==> src/rtl/bcd_seg7_scan_pkg.sv <==
// ============================================================================
// Module : bcd_seg7_scan_pkg
// Brief  : Shared glyph/anode constants and types for the two-digit
//          multiplexed seven-segment scanner.
// Rev    : 1.0
// ============================================================================
`default_nettype none

package bcd_seg7_scan_pkg;

    // Glyphs are {g,f,e,d,c,b,a}, active low.
    localparam logic [6:0] SEG_0    = 7'b1000000;
    localparam logic [6:0] SEG_1    = 7'b1111001;
    localparam logic [6:0] SEG_2    = 7'b0100100;
    localparam logic [6:0] SEG_3    = 7'b0110000;
    localparam logic [6:0] SEG_4    = 7'b0011001;
    localparam logic [6:0] SEG_5    = 7'b0010010;
    localparam logic [6:0] SEG_6    = 7'b0000010;
    localparam logic [6:0] SEG_7    = 7'b1111000;
    localparam logic [6:0] SEG_8    = 7'b0000000;
    localparam logic [6:0] SEG_9    = 7'b0010000;
    localparam logic [6:0] SEG_DASH = 7'b0111111;
    localparam logic [6:0] SEG_OFF  = 7'b1111111;

    // Anodes are active low: bit 0 drives the ones digit, bit 1 the tens.
    localparam logic [1:0] AN_OFF  = 2'b11;
    localparam logic [1:0] AN_ONES = 2'b10;
    localparam logic [1:0] AN_TENS = 2'b01;

    typedef enum logic {
        DIG_ONES = 1'b0,
        DIG_TENS = 1'b1
    } digit_e;

    typedef struct packed {
        logic [3:0] tens;
        logic [3:0] ones;
    } bcd_pair_t;

    localparam bcd_pair_t PAIR_ZERO = '{tens: 4'd0, ones: 4'd0};

endpackage : bcd_seg7_scan_pkg

`default_nettype wire

==> src/rtl/bcd_seg7_scan_bcd_to_seg7.sv <==
// ============================================================================
// Module : bcd_to_seg7
// Brief  : Combinational BCD to active-low seven-segment decoder; codes
//          10..15 render as a dash.
// Rev    : 1.0
// ============================================================================
`default_nettype none

module bcd_to_seg7
    import bcd_seg7_scan_pkg::*;
(
    input  logic [3:0] i_bcd,
    output logic [6:0] o_seg
);

    always_comb begin
        o_seg = SEG_DASH;
        case (i_bcd)
            4'd0:    o_seg = SEG_0;
            4'd1:    o_seg = SEG_1;
            4'd2:    o_seg = SEG_2;
            4'd3:    o_seg = SEG_3;
            4'd4:    o_seg = SEG_4;
            4'd5:    o_seg = SEG_5;
            4'd6:    o_seg = SEG_6;
            4'd7:    o_seg = SEG_7;
            4'd8:    o_seg = SEG_8;
            4'd9:    o_seg = SEG_9;
            default: o_seg = SEG_DASH;
        endcase
    end

endmodule : bcd_to_seg7

`default_nettype wire

==> src/rtl/bcd_seg7_scan.sv <==
// ============================================================================
// Module : bcd_seg7_scan
// Brief  : Two-digit multiplexed seven-segment driver with a shadow register
//          that commits only on frame boundaries.
// Rev    : 1.0
// ============================================================================
`default_nettype none

module bcd_seg7_scan
    import bcd_seg7_scan_pkg::*;
#(
    parameter int REFRESH_DIV = 100000
) (
    input  logic       clk,
    input  logic       rst,
    input  logic       load,
    input  logic [3:0] tens,
    input  logic [3:0] ones,
    input  logic       blank_lz,
    output logic [1:0] an,
    output logic [6:0] seg
);

    localparam int              CW     = (REFRESH_DIV > 1) ? $clog2(REFRESH_DIV) : 1;
    localparam logic [CW-1:0]   C_LAST = CW'(REFRESH_DIV - 1);

    logic [CW-1:0] r_cnt;
    logic          w_tick;
    digit_e        r_idx;
    logic          w_frame_end;
    bcd_pair_t     w_incoming;
    bcd_pair_t     r_shadow;
    bcd_pair_t     r_disp;
    logic          r_pending;
    logic [3:0]    w_digit;
    logic [6:0]    w_seg;
    logic [1:0]    w_an;
    logic [1:0]    r_an;
    logic [6:0]    r_seg;

    // ------------------------------------------------------------------
    // Prescaler and digit index
    // ------------------------------------------------------------------
    assign w_tick      = (r_cnt == C_LAST);
    assign w_frame_end = w_tick && (r_idx == DIG_TENS);

    always_ff @(posedge clk or posedge rst) begin
        if (rst) begin
            r_cnt <= '0;
        end else if (w_tick) begin
            r_cnt <= '0;
        end else begin
            r_cnt <= r_cnt + 1'b1;
        end
    end

    always_ff @(posedge clk or posedge rst) begin
        if (rst) begin
            r_idx <= DIG_ONES;
        end else if (w_tick) begin
            r_idx <= (r_idx == DIG_ONES) ? DIG_TENS : DIG_ONES;
        end
    end

    // ------------------------------------------------------------------
    // Shadow / display registers. A load landing on the frame-end cycle
    // goes straight to the display so it is not held for a whole frame.
    // ------------------------------------------------------------------
    assign w_incoming = '{tens: tens, ones: ones};

    always_ff @(posedge clk or posedge rst) begin
        if (rst) begin
            r_shadow  <= PAIR_ZERO;
            r_disp    <= PAIR_ZERO;
            r_pending <= 1'b0;
        end else begin
            if (load) begin
                r_shadow <= w_incoming;
            end

            if (load && w_frame_end) begin
                r_disp    <= w_incoming;
                r_pending <= 1'b0;
            end else if (load) begin
                r_pending <= 1'b1;
            end else if (w_frame_end && r_pending) begin
                r_disp    <= r_shadow;
                r_pending <= 1'b0;
            end
        end
    end

    // ------------------------------------------------------------------
    // Digit select, decode and output registers
    // ------------------------------------------------------------------
    assign w_digit = (r_idx == DIG_TENS) ? r_disp.tens : r_disp.ones;

    bcd_to_seg7 u_dec (
        .i_bcd (w_digit),
        .o_seg (w_seg)
    );

    always_comb begin
        w_an = AN_ONES;
        if (r_idx == DIG_TENS) begin
            // Blanking only darkens the anode; the cathodes keep the glyph.
            if (blank_lz && (r_disp.tens == 4'd0)) begin
                w_an = AN_OFF;
            end else begin
                w_an = AN_TENS;
            end
        end
    end

    always_ff @(posedge clk or posedge rst) begin
        if (rst) begin
            r_an  <= AN_OFF;
            r_seg <= SEG_OFF;
        end else begin
            r_an  <= w_an;
            r_seg <= w_seg;
        end
    end

    assign an  = r_an;
    assign seg = r_seg;

endmodule : bcd_seg7_scan

`default_nettype wire
==> config.mk <==
export PLATFORM = sky130hd
export DESIGN_NAME = bcd_seg7_scan
export DESIGN_NICKNAME = d
export VERILOG_FILES = /design/src/rtl/bcd_seg7_scan_pkg.sv /design/src/rtl/bcd_seg7_scan_bcd_to_seg7.sv /design/src/rtl/bcd_seg7_scan.sv
export SDC_FILE = /design/constraint.sdc
export NUM_CORES = 1
export LEC_CHECK = 0
export BUFFER_PORTS_ARGS = -buffer_cell sky130_fd_sc_hd__buf_2
export CAP_MARGIN = 20
export CORE_MARGIN = 2
export CORE_UTILIZATION = 57
export DETAILED_ROUTE_END_ITERATION = 6
export GPL_TIMING_DRIVEN = 0
export PLACE_DENSITY = 0.74
export SYNTH_ARGS = -nofsm -noshare
export SYNTH_HDL_FRONTEND = slang
export SYNTH_SLANG_ARGS = --single-unit
export TNS_END_PERCENT = 50
==> constraint.sdc <==
create_clock -name clk -period 2.8 [get_ports clk]
set_input_delay 0 -clock clk [delete_from_list [all_inputs] [get_ports clk]]
set_output_delay 0 -clock clk [all_outputs]
set_load 0.02 [all_outputs]
* Yosys cells after proc, flatten, opt, wreduce, memory -nomap -nowiden
Memory sizes are Yosys's and may differ from the RTL's. A register that Yosys moved wholly into a read port is not among the register bits.
Index checks and enable logic that the tools add are counted.
** Word-level totals
- Bits in registers :: 37
- ROM bits :: 112
- Bits of input ports :: 12
- Output and inout port bits :: 9
- Logic and storage cells :: 31
- Memories kept :: 1
** Operators by class
- $add $sub $neg :: 1
- Equality and inequality tests :: 2
- Mux-type cells :: 11
- Reductions and logical operators :: 8
** Memories
- (name not given) :: depth 16, width 7, read ports 1, clocked after Yosys merged registers in 1, wr ports 0, RTL line bcd_seg7_scan_bcd_to_seg7.sv:18 : case (i_bcd)
** Operators by type and width (count)
- $mux 8 :: 3
- $add 17x1->17 const B :: 1
- $eq 17x17->1 const B :: 1
- $mux 17 :: 1
- $logic_and 1x1->1 :: 4
- $logic_not 4->1 :: 1
- $mux 1 :: 4
- $mux 2 :: 2
- $mux 4 :: 1
- $reduce_bool 3->1 :: 1
- $ne 2x1->1 const B :: 1
- $reduce_and 2->1 :: 1
- $reduce_bool 2->1 :: 1

* Logic depth before layout (Yosys ltp)
Gate-level depths: netlist of the first run.
- Depth in word-level cells :: 6
- Mapped depth :: 7
- Depth with buffers taken out :: 6

* Modules after synthesis
A second synthesis of the first run with hierarchy kept.
** Second synthesis, totals
- Cells, all modules :: 174
- Area, all modules :: 2060.7 um^2
** Modules (own cells, without submodules)
- bcd_seg7_scan :: times used 1, cells an instance 143, area an instance 1820.5 um^2
- bcd_to_seg7 :: times used 1, cells an instance 31, area an instance 240.2 um^2

* Least setup slack after synthesis of the first run
OpenSTA, ideal clock, no wires.
- Path kind :: flip-flop to flip-flop
- From :: reg r_cnt[11]
- To :: reg r_disp[0] (netlist name)
- Data arrival time :: 1815 ps
- Data required time :: 2673 ps
- Slack :: 857 ps
- Cell stages (with the launch flop) :: 6
- Buffers on the path :: 1
- Cell sequence :: dfrtp_1 or4_4 nor4_4 and3b_1 buf_4 mux2_1
** Between the ends
- Longest elaborated chain between the ends :: 5
** RTL lines
- start, declared :: RTL line bcd_seg7_scan.sv:27 : logic [CW-1:0] r_cnt;
- start signal, assigned :: RTL line bcd_seg7_scan.sv:53 : r_cnt <= r_cnt + 1'b1;
- $eq 17x17->1 * :: RTL line bcd_seg7_scan.sv:44 : assign w_tick = (r_cnt == C_LAST);
- $logic_and 1x1->1 * :: RTL line bcd_seg7_scan.sv:45 : assign w_frame_end = w_tick && (r_idx == DIG_TENS);
- $logic_and 1x1->1, on equally long branches :: RTL line bcd_seg7_scan.sv:81, bcd_seg7_scan.sv:86
- $ne 2x1->1 (no line) / $reduce_bool 2->1 (equally long branches)
- $reduce_and 2->1 (no line)
- end signal, assigned :: RTL line bcd_seg7_scan.sv:82 : r_disp <= w_incoming;
- end signal, assigned :: RTL line bcd_seg7_scan.sv:87 : r_disp <= r_shadow;
- end, declared :: RTL line bcd_seg7_scan.sv:33 : bcd_pair_t r_disp;
Mark *: on every way between the ends. The rest lies on a longest branch, timed or not.
A chain may end at the register's enable or synchronous reset.

* Worst setup path after layout of the first run
- From :: reg r_cnt[0]
- To :: reg r_disp[4] (netlist name)
Same word-level chain as after synthesis.

==> results of run 1 <==
==> cell type report <==
class | count | share of cell area
plain buffers | 5 | 0.0110
clock buffers | 8 | 0.0302
inverters | 6 | 0.00987
multi-input cells | 109 | 0.351
flip-flops and latches | 44 | 0.488
well taps | 46 | 0.0252
repair buffers | 29 | 0.0856
==> power by group <==
group	internal [mW]	total, mW	switching (mW)
sequential	0.647	0.650	0.00308
clock	0.148	0.335	0.187
combinational	0.0249	0.0479	0.0229
==> state kept, by name, summed over array words and instances (netlist names) <==
register and count:
r_disp 8, seg 7, r_cnt 17, an 2
r_idx 1, r_shadow 8, r_pending 1
==> worst max-delay path by stage <==
stage,depth (start not counted),start,endpoint
2_1_floorplan,5,r_cnt[11],r_disp[0]
3_3_place_gp,5,r_cnt[11],r_disp[3]
3_5_place_dp,5,r_cnt[11],r_disp[4]
4_1_cts,5,r_cnt[11],r_disp[4]
5_1_grt,6,r_cnt[0],r_disp[0]
6_report,6,r_cnt[0],r_disp[4]
==> synthesized netlist by cell type, drive strengths merged <==
cell type   n  area, µm²
inv         6       22.5
o21ai       3       15.0
and2        1       6.26
ha          6       75.1
buf         3       17.5
xor2        5       43.8
o21a        1       7.51
or4bb       1       11.3
dfstp       9        236
a21oi       6       30.0
and3b       1       8.76
or4         1       11.3
nand2      10       37.5
nand4       4       25.0
mux2       18        203
nor4        3       33.8
or3         1       6.26
dfrtp      35        876
nor3        5       25.0
xnor2       9       78.8
mux2i       4       40.0
nor2       18       67.6
clkbuf      2       7.51
nand3       7       35.0
a22oi       1       7.51
a31o        1       8.76
nand4b      1       8.76
a211oi      1       7.51
nor2b       1       6.26
==> logic make-up (layout without fill, tap and decap cells) <==
family,after synthesis,count (layout),share of synthesized area
simple gates,54,54,0.144
mux,22,22,0.124
flops,44,44,0.568
buf+inv,11,48,0.0243
fa+ha+maj,6,6,0.0383
xor+xnor,14,14,0.0626
compound gates,13,13,0.0390
==> stage by stage <==
stage | util | power (mW)
5_1_grt | 0.689 | 1.08
3_3_place_gp | 0.638 | 0.698
3_5_place_dp | 0.638 | 0.701
6_report | 0.689 | 1.03
4_1_cts | 0.689 | 1.05
2_1_floorplan | - | 0.686
==> tightest hold or removal path, cell delays in order <==
cell	delay (ps)
clkbuf_1	240
nor2_1	190
a21oi_1	50
==> repair_timing <==
item | in CTS | in global routing
resized for setup | 0 | 0
hold buffers | 10 | 0
setup endpoints to repair | 0 | 0
endpoints found under the hold margin | 44 | 0
==> routing by layer <==
layer,track usage,vias to the layer above,part of all wire
li1,-,638,-
met1,0.259,661,0.45
met2,0.332,26,0.51
met3,0.0378,5,0.034
met4,0.0750,0,0.013
met5,0,-,0
==> flow_metrics.py, run 1 <==
metrics = {
    "worst_setup_path": {
        "r2r-end": "r_disp[4]",
        "crit_path_max_incr_delay_ps": 420,
        "timing.rr.start": "r_cnt[0]",
        "path_cells": "ha_1 -> nand4_1 -> nor4_4 -> and3b_1 -> buf_4 -> mux2_1",
        "r2r_slack_ps": 710,
        "cp.arrival_ps": 2320,
        "crit_required_ps": 3030,
        "rr_worst_depth": 6,
        "slowest_stage": "dfrtp_1",
        "critPathTopFamily": "simple AND/OR/NAND/NOR gates",
        "path_max_fanout": 8,
        "cp-start-kind": "register",
        "path_class": "reg -> reg",
        "cp_num_buf_inv": 1,
        "critPathCaptureType": "register",
    },
    "sta": {
        "clock_skew_ps": 6.34,
        "finalHoldViolCount": 0,
        "timing.hold.ws_ps": 175,
        "fin_ws_ps": 709,
        "timing.setup.tns_ps": 0,
        "rsz0062_at_grt": "false",
        "slew_viol_final": 0,
        "worst_slew_pin_slew_ps": 919,
        "finalWorstPathRequiredPeriod_ps": 2090,
        "max_clock_freq_mhz": 478,
        "setup_viol": 0,
        "slew_headroom": 0.370,
        "period_share": 0.747,
    },
    "floorplan": {
        "initial_utilization": 0.592,
        "rows": 21,
        "io_pins": 21,
        "die_h_um": 62.6,
        "dieArea_mm2": 0.00392,
        "dieWidth_um": 62.6,
        "core_mm2": 0.00331,
    },
    "min_path": {
        "holdPathStages": 3,
        "hp-class": "in -> reg",
        "whs_endpoint": "r_pending",
        "min-delay-start": "load",
    },
    "route": {
        "drt_pre_antenna_iters": 4,
        "ant_nets": 0,
        "detail_route.wirelength_um": 3480,
        "drc": 0,
        "viasPerCell": 5.38,
        "drt-initial-drc-count": 62,
        "drt-wirelength-per-cell_um": 14.1,
        "vias": 1330,
    },
    "final_layout": {
        "final_net_count": 218,
        "layout_commonest_cell": "dfrtp_1",
        "finalInstanceArea_mm2": 0.00228,
        "layout_common_cells": "dfrtp_1, buf_2, nor2_1",
        "regArea_mm2": 0.00111,
        "drive_gt1_frac": 0.259,
        "diodes": 0,
        "fin_cells": 247,
        "multi_input_area_um2": 800,
        "syn_to_final_growth_pct": 16.4,
        "fillers": 271,
    },
    "global_route": {
        "antenna_found_initial": 0,
        "grt_pass1_wl_um": 6060,
        "grt_pass1_vias": 1357,
        "grt_max_degree": 45,
        "grt_usage": 0.199,
        "grt.overflow.total": 0,
    },
    "synth": {
        "ys_seq_area_frac": 0.568,
        "yosys.cell_types.count": 32,
        "syn_inst": 164,
        "syn_area_mm2": 0.00196,
        "synth-warning-count": 0,
        "syn-num-nets": 182,
        "yosys_register_bits": 44,
        "synth_area_per_cell_um2": 11.9,
    },
    "cts": {
        "clk_pin_slew_ps": 120,
        "insertion_delay_ps": 340,
        "cts_htree_levels": 2,
        "clkSinkCount": 44,
        "cts_tree": "done",
        "clock_path_buffers": 2,
        "cts_setup_buffers": 0,
        "numCtsBuffers": 5,
        "cts_root_buf": "clkbuf_4",
    },
    "flow_run": {
        "drv_cap": 0,
    },
    "power_and_ir_drop": {
        "irDropWorstVdd_v": 0.000287,
        "p_per_area_mw_per_mm2": 453,
        "power.leakage_nw": 1.07,
    },
    "outcome": {
        "status": "finished clean",
    },
    "place": {
        "placed_area_mm2": 0.00211,
        "portBuffers": 19,
        "dp.cells": 229,
        "place_congestion": 0.822,
        "pre_cts_slack_ps": 726,
        "dp_hpwl_um": 2440,
    },
}
Power figures use the tool's default switching activity.
==> run 2, diff against run 1 <==
--- a/config.mk
+++ b/config.mk
@@ -8,10 +8,10 @@
 export BUFFER_PORTS_ARGS = -buffer_cell sky130_fd_sc_hd__buf_2
 export CAP_MARGIN = 20
 export CORE_MARGIN = 2
-export CORE_UTILIZATION = 57
+export CORE_UTILIZATION = 52
 export DETAILED_ROUTE_END_ITERATION = 6
 export GPL_TIMING_DRIVEN = 0
-export PLACE_DENSITY = 0.74
+export PLACE_DENSITY = 0.71
 export SYNTH_ARGS = -nofsm -noshare
 export SYNTH_HDL_FRONTEND = slang
 export SYNTH_SLANG_ARGS = --single-unit
==> constraint.sdc (replaced) <==
create_clock -name clk -period 1.8 [get_ports clk]
set_input_delay 0 -clock clk [delete_from_list [all_inputs] [get_ports clk]]
set_output_delay 0 -clock clk [all_outputs]
set_load 0.02 [all_outputs]
==> run 2 against run 1 <==
The flow now finishes with violations (setup timing). Clock skew up 5.4 ps. Final area up 6.4%. Critical path depth down 1. Worst setup slack worse by 870 ps. Largest cell class unchanged. Highest routed layer unchanged.
==> flow_metrics.py, run 2 (synthesis gave the netlist of run 1 again) <==
metrics = {
    "final_layout": {
        "diodes": 0,
        "top_regs": "r_cnt x17, r_disp x8, r_shadow x8",
        "layout_commonest_cell": "dfrtp_1",
        "drive_gt1_frac": 0.340,
        "final_net_count": 229,
        "fin_cells": 260,
        "syn_to_final_growth_pct": 23.8,
        "largest-register": "r_cnt",
        "largest_register_ffs": 17,
        "layout_common_cells": "dfrtp_1, buf_2, nor2_1, buf_4",
        "finalInstanceArea_mm2": 0.00243,
    },
    "route": {
        "drc": 0,
        "ant_nets": 0,
        "drt_pre_antenna_iters": 4,
        "viasPerCell": 5.25,
        "drt-wirelength-per-cell_um": 14.5,
        "detail_route.wirelength_um": 3780,
        "vias": 1366,
        "drt-initial-drc-count": 91,
    },
    "power_and_ir_drop": {
        "p_per_area_mw_per_mm2": 694,
        "total_power_mw": 1.68,
        "irDropWorstVdd_v": 0.000470,
        "power.leakage_nw": 1.13,
    },
    "cts": {
        "clk_pin_slew_ps": 80,
        "numCtsBuffers": 5,
        "clock_path_buffers": 2,
        "insertion_delay_ps": 300,
        "cts_root_buf": "clkbuf_8",
        "clkSinkCount": 44,
        "cts_tree": "done",
        "cts_htree_levels": 2,
    },
    "place": {
        "dp.cells": 231,
        "dp_hpwl_um": 2380,
        "portBuffers": 19,
        "place_congestion": 0.811,
        "placed_area_mm2": 0.00212,
    },
    "sta": {
        "period_share": 1.09,
        "timing.setup.tns_ps": -1210,
        "fin_ws_ps": -160,
        "worst_slew_pin_slew_ps": 876,
        "finalHoldViolCount": 0,
        "finalWorstPathRequiredPeriod_ps": 1960,
        "rsz0062_at_grt": "true",
        "clock_skew_ps": 11.7,
        "slew_viol_final": 0,
        "setup_viol": 8,
        "max_clock_freq_mhz": 510,
        "slew_headroom": 0.415,
    },
    "min_path": {
        "hp-class": "in -> reg",
    },
    "floorplan": {
        "rows": 22,
        "die_h_um": 65.4,
        "dieWidth_um": 65.4,
        "initial_utilization": 0.539,
        "dieArea_mm2": 0.00428,
        "core_mm2": 0.00363,
        "io_pins": 21,
    },
    "global_route": {
        "grt_usage": 0.201,
        "grt.overflow.total": 0,
        "grt_pass1_wl_um": 6420,
        "antenna_found_initial": 0,
        "grt_pass1_vias": 1425,
        "grt_max_degree": 45,
    },
    "worst_setup_path": {
        "slowest_stage": "or4_4",
        "critPathTopFamily": "simple AND/OR/NAND/NOR gates",
        "critPathCaptureType": "register",
        "cp_num_buf_inv": 1,
        "crit_required_ps": 1990,
        "path_cells": "or4_4 -> nor4_4 -> and3b_1 -> buf_6 -> mux2_4",
        "crit_path_max_incr_delay_ps": 550,
        "cp-start-kind": "register",
        "path_max_fanout": 8,
        "cp.arrival_ps": 2150,
        "path_class": "reg -> reg",
    },
    "flow_run": {
        "drv_cap": 0,
    },
    "outcome": {
        "status": "finished, violations left",
        "violations": "setup timing",
    },
}
[run 2: changes by cell type in the layout (fill, tap and decap cells not counted)]
cell      previous run  this run
buf_6                0         1
mux2i_1              4         2
clkbuf_8             2         5
clkbuf_4             5         1
buf_2               21        20
mux2_4               0         8
clkbuf_1             3         4
mux2i_2              0         2
mux2_1               8         0
clkinv_4             0         1
buf_4                1        11
[run 2: area by class of cell]
| class | count | area [µm²] |
|---|---|---|
| Inverter | 6 | 22.5 |
| Timing Repair Buffer | 40 | 278 |
| Buffer | 5 | 31.3 |
| Fill cell | 288 | 1210 |
| Sequential cell | 44 | 1110 |
| Clock buffer | 7 | 76.3 |
| Clock inverter | 1 | 8.76 |
| Multi-Input combinational cell | 109 | 837 |
| Tap cell | 48 | 60.1 |
[run 2: per-stage QoR]
stage | utilization | hold slack (ps) | setup WS, ps
final | 0.668 | 226 | -160
after CTS | 0.662 | 230 | -172
after floorplan | - | 87.7 | -134
after global placement | 0.583 | 213 | -241
after detailed placement | 0.583 | 207 | -267
after global routing | 0.668 | 311 | -228
[run 2: per-layer routing]
layer	vias up	global-route usage	part of all wire
li1	654	-	-
met1	681	0.252	0.44
met2	23	0.337	0.51
met3	8	0.0531	0.033
met4	0	0.0677	0.015
met5	-	0	0
[run 2: timing repair]
action                                  in CTS  in global routing
endpoints found under the hold margin       44                  0
endpoints found under the setup margin       9                 17
pin swaps                                    4                  1
resized for setup                            9                  2
hold buffers                                10                  0
buffers inserted                             9                  2
[run 2: tightest hold or removal path, cell delays in order]
cell and delay, ps:
clkbuf_1 230, nor2_1 200, a21oi_1 50
[run 2: worst paths after layout]
path | startpoint | endpoint | slack, ps | depth (start not counted)
max | r_cnt[12] | r_disp[0] | -160 | 5
min | load | r_pending | 230 | 3
max reg2reg | r_cnt[12] | r_disp[0] | -160 | 5
min reg2reg | r_idx | an[0] | 380 | 0
max in group asynchronous | rst | r_cnt[10] | 820 | 3
min in group asynchronous | rst | r_disp[0] | 430 | 3
[run 2: power breakdown]
part           leakage (nW)  total [mW]  switching, mW  internal, mW
clock                0.0424       0.596          0.319         0.277
combinational         0.547      0.0773         0.0379        0.0394
sequential            0.544        1.01        0.00479          1.01
